**src/rtl/seg7_scan_driver.sv**
```systemverilog
// Multiplexed 4-digit seven-segment scan driver with blanking gaps and
// frame-synchronous (tear-free) double-buffered display updates.
module seg7_scan_driver #(
    parameter int unsigned SCAN_DIV   = 100000,
    parameter int unsigned GAP_CYCLES = 100
) (
    input  logic        clk,
    input  logic        rst,
    input  logic [15:0] data_i,
    input  logic [3:0]  dp_i,
    input  logic [3:0]  blank_i,
    input  logic        we_i,
    output logic [7:0]  seg,
    output logic [3:0]  an,
    output logic        update_pending_o,
    output logic        frame_done_o
);

    typedef enum logic {SHOW, GAP} state_t;

    localparam logic [19:0] SHOW_LAST = 20'(SCAN_DIV - 1);
    localparam logic [19:0] GAP_LAST  = 20'(GAP_CYCLES - 1);
    localparam bit          NO_GAP    = (GAP_CYCLES == 0);

    state_t      state_q, state_d;
    logic [1:0]  digit_q, digit_d;
    logic [19:0] cnt_q, cnt_d;
    logic        run_q;

    logic [15:0] pend_data_q;
    logic [3:0]  pend_dp_q, pend_blank_q;
    logic        pend_valid_q;

    logic [15:0] shadow_data_q, shadow_data_d;
    logic [3:0]  shadow_dp_q, shadow_dp_d, shadow_blank_q, shadow_blank_d;

    logic        boundary, last_d;
    logic [7:0]  seg_d;
    logic [3:0]  an_d;
    logic [3:0]  nibble;

    function automatic logic [6:0] hex7(input logic [3:0] v);
        case (v)
            4'h0: hex7 = 7'h3F;  4'h1: hex7 = 7'h06;
            4'h2: hex7 = 7'h5B;  4'h3: hex7 = 7'h4F;
            4'h4: hex7 = 7'h66;  4'h5: hex7 = 7'h6D;
            4'h6: hex7 = 7'h7D;  4'h7: hex7 = 7'h07;
            4'h8: hex7 = 7'h7F;  4'h9: hex7 = 7'h6F;
            4'hA: hex7 = 7'h77;  4'hB: hex7 = 7'h7C;
            4'hC: hex7 = 7'h39;  4'hD: hex7 = 7'h5E;
            4'hE: hex7 = 7'h79;  default: hex7 = 7'h71;
        endcase
    endfunction

    // The registers describe the slot on the pins in the current cycle;
    // run_q holds off the first advance so digit 0 appears right after reset.
    always_ff @(posedge clk) begin
        // NOTE: sequential state uses non-blocking assignments so every register samples pre-edge values.
        if (rst) begin
            state_q        <= SHOW;
            digit_q        <= 2'd0;
            cnt_q          <= 20'd0;
            run_q          <= 1'b0;
            pend_data_q    <= 16'h0000;
            pend_dp_q      <= 4'h0;
            pend_blank_q   <= 4'h0;
            pend_valid_q   <= 1'b0;
            shadow_data_q  <= 16'h0000;
            shadow_dp_q    <= 4'h0;
            shadow_blank_q <= 4'hF;
            seg            <= 8'hFF;
            an             <= 4'hF;
            frame_done_o   <= 1'b0;
        end else begin
            state_q        <= state_d;
            digit_q        <= digit_d;
            cnt_q          <= cnt_d;
            run_q          <= 1'b1;
            shadow_data_q  <= shadow_data_d;
            shadow_dp_q    <= shadow_dp_d;
            shadow_blank_q <= shadow_blank_d;
            seg            <= seg_d;
            an             <= an_d;
            frame_done_o   <= last_d;
            pend_valid_q   <= we_i | (pend_valid_q & ~boundary);
            if (we_i) begin
                pend_data_q  <= data_i;
                pend_dp_q    <= dp_i;
                pend_blank_q <= blank_i;
            end
        end
    end

    always_comb begin
        // NOTE: every combinational output gets a default first so no path can infer a latch.
        state_d = state_q;
        digit_d = digit_q;
        cnt_d   = cnt_q + 20'd1;
        if (!run_q) begin
            state_d = SHOW;
            digit_d = 2'd0;
            cnt_d   = 20'd0;
        end else begin
            case (state_q)
                SHOW: if (cnt_q == SHOW_LAST) begin
                    cnt_d = 20'd0;
                    if (NO_GAP) digit_d = digit_q + 2'd1;
                    else        state_d = GAP;
                end
                GAP: if (cnt_q == GAP_LAST) begin
                    cnt_d   = 20'd0;
                    state_d = SHOW;
                    digit_d = digit_q + 2'd1;
                end
                default: state_d = SHOW;
            endcase
        end
    end

    always_comb begin
        boundary = run_q && (digit_q == 2'd3) &&
                   (NO_GAP ? (state_q == SHOW && cnt_q == SHOW_LAST)
                           : (state_q == GAP  && cnt_q == GAP_LAST));
        last_d   = (digit_d == 2'd3) &&
                   (NO_GAP ? (state_d == SHOW && cnt_d == SHOW_LAST)
                           : (state_d == GAP  && cnt_d == GAP_LAST));

        // Swap on the boundary edge itself so the first digit of the new frame already shows it.
        shadow_data_d  = shadow_data_q;
        shadow_dp_d    = shadow_dp_q;
        shadow_blank_d = shadow_blank_q;
        if (boundary && pend_valid_q) begin
            shadow_data_d  = pend_data_q;
            shadow_dp_d    = pend_dp_q;
            shadow_blank_d = pend_blank_q;
        end

        nibble = shadow_data_d[digit_d*4 +: 4];
        an_d   = 4'hF;
        seg_d  = 8'hFF;
        if (state_d == SHOW && !shadow_blank_d[digit_d]) begin
            an_d  = ~(4'b0001 << digit_d);
            seg_d = {~shadow_dp_d[digit_d], ~hex7(nibble)};
        end
    end

    assign update_pending_o = pend_valid_q;

endmodule

```
**config.mk**
```make
export PLATFORM = sky130hd
export DESIGN_NAME = seg7_scan_driver
export DESIGN_NICKNAME = d
export VERILOG_FILES = /design/src/rtl/seg7_scan_driver.sv
export SDC_FILE = /design/constraint.sdc
export NUM_CORES = 1
export LEC_CHECK = 0
export ABC_AREA = 1
export CAP_MARGIN = 20
export CORE_MARGIN = 5
export CORE_UTILIZATION = 61
export DETAILED_ROUTE_END_ITERATION = 8
export PLACE_DENSITY = 0.85
export SYNTH_ARGS = -nofsm -noshare
export SYNTH_HDL_FRONTEND = slang
export SYNTH_SLANG_ARGS = --single-unit
```
**constraint.sdc**
```tcl
create_clock -name clk -period 7.8 [get_ports clk]
set_clock_uncertainty 0.1 [all_clocks]
set_input_delay 1.17 -clock clk [delete_from_list [all_inputs] [get_ports clk]]
set_output_delay 1.17 -clock clk [all_outputs]
set_load 0.03 [all_outputs]
```
=== Word-level counts from Yosys, hierarchy flattened ===
Memories as Yosys holds them, arrays and structs flattened.
Index checks and enable logic that the tools add are counted.

* Add/sub/neg operators: 2
* $lt $le $gt $ge: 1
* Equal/unequal tests: 5
* Shift operators: 2
* Mux-type cells: 20
* Bitwise logic cells: 9
* Reductions and logical operators: 9

{| class="wikitable"
|+ Operator list
! cell !! count
|-
| 20-bit two-way mux || 3
|-
| 20-bit by 7-bit == test with 1-bit output, second input constant || 2
|-
| 20-bit case mux with 2 select lines || 1
|-
| 20-bit by 1-bit adder with 20-bit output, second input constant || 1
|-
| 20-bit by 17-bit == test with 1-bit output, second input constant || 1
|-
| 16-bit two-way mux || 1
|-
| 16-bit by 5-bit variable part select with 4-bit output || 1
|-
| 4-bit two-way mux || 2
|-
| 1-bit logical AND || 7
|-
| 7-bit two-way mux || 1
|-
| 7-bit inverter || 1
|-
| 1-bit two-way mux || 6
|-
| 2-bit two-way mux || 3
|-
| 1-bit inverter || 5
|-
| 1-bit binary-select mux with 2-bit select || 2
|-
| 2-bit == test, second input constant || 2
|-
| 4-bit inverter || 1
|-
| 1-bit by 2-bit left shift with 4-bit output, first input constant || 1
|-
| 2-bit by 3-bit < comparator with 1-bit output, second input constant || 1
|-
| 2-bit by 1-bit adder with 2-bit output, second input constant || 1
|-
| 1-bit case mux with 2 select lines || 1
|-
| 2-bit OR reduction || 1
|-
| 1-bit bitwise AND || 1
|-
| 1-bit logical NOT || 1
|-
| 1-bit OR || 1
|}

* Register bits: 86
* Bits in read-only memories: 112
* Word-level logic and storage cells: 63
* Memories kept: 1

{| class="wikitable"
|+ Memories
! memory !! words !! width !! rd ports !! clocked after Yosys merged registers in !! wr ports !! line !! RTL
|-
| (name not given) || 16 || 7 || 1 || 0 || 0 || 43 || <nowiki>case (v)</nowiki>
|}

=== Logic depth before layout (Yosys ltp) ===
* Depth in word-level cells: 11
* Depth in mapped cells: 20
* Mapped depth without buffers: 20

=== Worst setup path before layout ===
No wires, ideal clock.

* Path type: reg-to-reg
* From: register cnt_q[0]
* To: register seg[3]
* Library setup time: 0.120 ns
* Data arrival time: 2.303 ns
* Data required time: 7.580 ns
* Setup slack: 5.277 ns
* Cell stages (with the launch flop): 20
* Cell sequence: dfxtp_1 -> ha_1 -> inv_1 -> nor2_2 -> nand2_1 -> nor2_2 -> nand4_1 -> buf_6 -> buf_6 -> nand2_1 -> o21ai_1 -> nand2_1 -> nand2_1 -> nor2_4 -> inv_2 -> ha_1 -> nand3_1 -> nand2_1 -> nand2_1 -> nand3_1

* Word-level cells in the longest chain between the ends: 11

{| class="wikitable"
|+ Ends and longest elaborated chain
! item !! line !! RTL
|-
| start, declared || 27 || <nowiki>logic [19:0] cnt_q, cnt_d;</nowiki>
|-
| start signal, assigned || 77 || <nowiki>cnt_q <= cnt_d;</nowiki>
|-
| branches (longest 11 deep; another with memory read 16 x 7 bit) || n/a ||
|-
| end signal, assigned || 82 || <nowiki>seg <= seg_d;</nowiki>
|-
| end, declared || 13 || <nowiki>output logic [7:0] seg,</nowiki>
|}

Several ways; the timed one is not identified. The select of a mux whose other input is x is not followed.
A chain may end at the register's enable or synchronous reset.

=== Worst setup path in the final report ===
* From: input port rst
* To: register seg[1]

* Word-level cells in the longest chain between the ends: 1

{| class="wikitable"
|+ Ends and longest elaborated chain
! item !! line !! RTL
|-
| start, declared || 8 || <nowiki>input logic rst,</nowiki>
|-
| 2-bit OR reduction (no line) || n/a ||
|}

Every way passes these cells.

==> impl_metrics.tcl <==
set metrics [dict create \
    min_path_cells 2 \
    r2r_cells 18 \
    routed_wl_mm 9.04 \
    rows 30 \
    place_area_mm2 0.00453 \
    power-per-cell-area_mw_per_mm2 171 \
    ctsRootBufferMaster "clkbuf_8" \
    yosysTopAreaCellShare_pct 41.8 \
    tightest_slew_ns 0.976 \
    synth_largest_area_cell "dfxtp_1" \
    vias_per_cell 5.34 \
    ys_types 37 \
    port_buffers 40 \
    core-area_mm2 0.00668 \
    grt_setup_unrepaired "false" \
    leakage_nw 2.04 \
    max-cap-violations 0 \
    drive_gt1_share_pct 9.48 \
    critPathRequiredTime_ns 8.00 \
    htree_levels 3 \
    first_pass_iters 4 \
    dieArea_mm2 0.00850 \
    syn_to_final_growth_pct 14.7 \
    avgRoutedWirePerCell_um 13.1 \
    fillers 560 \
    grt_pass1_vias 3594 \
    min_period_ns 3.08 \
    timing_max_transition_violations_final 0 \
    clock_path_buffers 2 \
    path_class "input pin to flip-flop" \
    cts_buffers 9 \
    post-dp-hpwl_mm 6.59 \
    wl_met1_mm 3.89 \
    p_total_w 0.000807 \
    clock_sinks 86 \
    met3_length_um 429 \
    ys_seq_area_share_pct 41.8 \
    via_count 3694 \
    place_congestion 0.946 \
    slowest_delay_ns 0.63 \
    fin_tns_setup_ns 0 \
    path_depth 8 \
    setup_viol 0 \
    min_period_over_period_pct 39.4 \
    cp_common_cell "nand2_1" \
    place_inst 676 \
    syn_nets 608 \
    max_slew_margin_pct 34.9 \
    path_cells "clkdlybuf4s50_1 > buf_4 > clkinv_1 > nand2_1 > nor3_4 > nand2_1 > clkinv_1 > nand2_1" \
    fmax_ghz 0.325 \
    nNetsFinal 642 \
    grt_overflow 0 \
    ios 41 \
    grt_usage_pct 22.5 \
    cts_tree "done" \
    hold_slack_ns 0.362 \
    peakVddDrop_uv 129 \
    syn_area_mm2 0.00412 \
    crit_buf_inv 4 \
    antenna_found_initial 0 \
    drc 0 \
    diodes 0 \
    grt_pass1_wl_mm 15.5 \
    status "finished clean" \
    synth_area_leaders "dfxtp_1 42%, nand2_1 12%, nor2_1 7.3%, inv_1 5.6%, o21ai_0 4.2%" \
    path_max_fanout 42 \
    grt_max_degree 43 \
    instances_no_fill 692 \
    finalHoldViolCount 0 \
    final_area_mm2 0.00473 \
    start_util_pct 61.7 \
    insertion_delay_ns 0.35 \
    ys_seq_elements 86 \
    top_layer_used "met4" \
    cts.repair.resized 0 \
    syn_inst 573 \
    route.met2.wl_mm 4.54 \
    cp_top_family "buffers and inverters" \
    ant_nets 0 \
    arrival_ns 3.28 \
    die_w_um 92.2 \
    die_h_um 92.2 \
    critPathCaptureType "flip-flop" \
    drt_iter0_drc 183 \
    start_kind "input pin" \
    clkTransAtPathRegs_ns 0.08 \
    postCtsHoldBufs 0 \
    cts_setup_buffers 0 \
    avgSynthCellArea_um2 7.19 \
    worstHoldPathType "flip-flop to flip-flop" \
    crit_slowest_cell "clkinv_1" \
    yosys_warnings 0 \
]
-- metrics by stage --
stage / setup WS, ns / util [%]
floorplan: 5.28 / -
global placement: 4.34 / 67.9
detailed placement: 4.32 / 67.9
CTS: 4.75 / 70.8
global route: 4.50 / 70.8
finish: 4.72 / 70.8
-- state kept, by name, indices dropped and copies added (netlist names) --
register and count:
shadow_blank_q 4, seg 8, frame_done_o 1, update_pending_o 1, pend_data_q 16, shadow_data_q 16
run_q 1, cnt_q 20, an 4, state_q 1, digit_q 2, shadow_dp_q 4
pend_blank_q 4, pend_dp_q 4
-- power breakdown --
group          internal (W)  switching, W
Combinational     0.0000185     0.0000213
Sequential         0.000448    0.00000587
Clock              0.000150      0.000163
Total              0.000617      0.000190
-- per-layer routing --
metal / track usage, % / vias to the layer above
li1: - / 1884
met1: 26.6 / 1692
met2: 39.2 / 101
met3: 4.43 / 17
met4: 10.0 / 0
met5: 0 / -
-- cell type report --
class | instances | area [um^2] | area share (%)
Inverter | 71 | 267 | 5.63
Clock buffer | 10 | 128 | 2.70
Tap cell | 80 | 100 | 2.12
Multi-Input combinational cell | 397 | 2030 | 42.9
Sequential cell | 86 | 1720 | 36.4
Clock inverter | 6 | 68.8 | 1.45
Timing Repair Buffer | 42 | 415 | 8.78
-- worst paths after layout --
path	from	end	slack [ns]
setup / recovery	rst	seg[1]	4.72
hold / removal	pend_data_q[5]	pend_data_q[5]	0.36
setup reg to reg	cnt_q[0]	seg[3]	4.92
hold reg to reg	pend_data_q[5]	pend_data_q[5]	0.36
-- layout by cell type (no fill, tap or decap), types with 2 or more instances in the layout --
master,n
inv_2,7
dfxtp_1,86
mux2i_1,4
nor2_2,6
inv_1,62
o21ai_2,2
xor2_1,9
inv_6,2
nor2_1,80
nor4_1,2
nor2_4,7
ha_1,8
nand3_2,2
nand4_1,14
buf_4,2
clkbuf_8,9
o21ai_1,13
or2_2,3
nand3_1,32
clkinv_1,2
nand2_1,131
clkdlybuf4s50_1,40
nor3_1,6
a21oi_1,22
xnor2_1,2
nand2_2,8
o21ai_0,35
-- cell usage after synthesis --
| library cell | count |
|---|---|
| nand4_2 | 1 |
| buf_2 | 2 |
| nand2_1 | 131 |
| inv_1 | 62 |
| dfxtp_1 | 86 |
| nand3_2 | 2 |
| o211ai_1 | 1 |
| nor3_1 | 6 |
| nor2_2 | 6 |
| clkinv_1 | 2 |
| o21ai_2 | 2 |
| nand4_1 | 14 |
| nor2_4 | 7 |
| nand3_1 | 32 |
| nor3_4 | 1 |
| nor2_1 | 80 |
| o21bai_1 | 1 |
| inv_2 | 7 |
| nand4_4 | 1 |
| mux2i_1 | 4 |
| nor2_8 | 1 |
| o21ai_1 | 13 |
| xnor2_1 | 2 |
| or2_2 | 3 |
| clkbuf_1 | 13 |
| nand2_4 | 1 |
| a21boi_1 | 1 |
| ha_1 | 8 |
| o221ai_1 | 1 |
| xor2_1 | 9 |
| nand2_2 | 8 |
| nor4_1 | 2 |
| nor4b_1 | 1 |
| a21oi_1 | 22 |
| o21ai_0 | 35 |
| nand3_4 | 1 |
| buf_6 | 4 |
-- cell families (layout without fill, tap and decap cells) --
group           Yosys count  in the layout  synth area share, %
compound gates           76             76                 9.68
xor+xnor                 11             11                 2.34
fa+ha+maj                 8              8                 2.43
buf+inv                  90            129                 8.98
flops                    86             86                 41.8
mux                       4              4                0.971
simple gates            298            298                 33.8
-- worst min-delay path: cells and delay by family, from the launching register on --
kind,cells,cell delay [ns]
AOI/OAI and AO/OA,1,0.06
buffers and inverters,1,0.06
DFF,1,0.30
No activity file was read; power rests on OpenSTA's default activity.
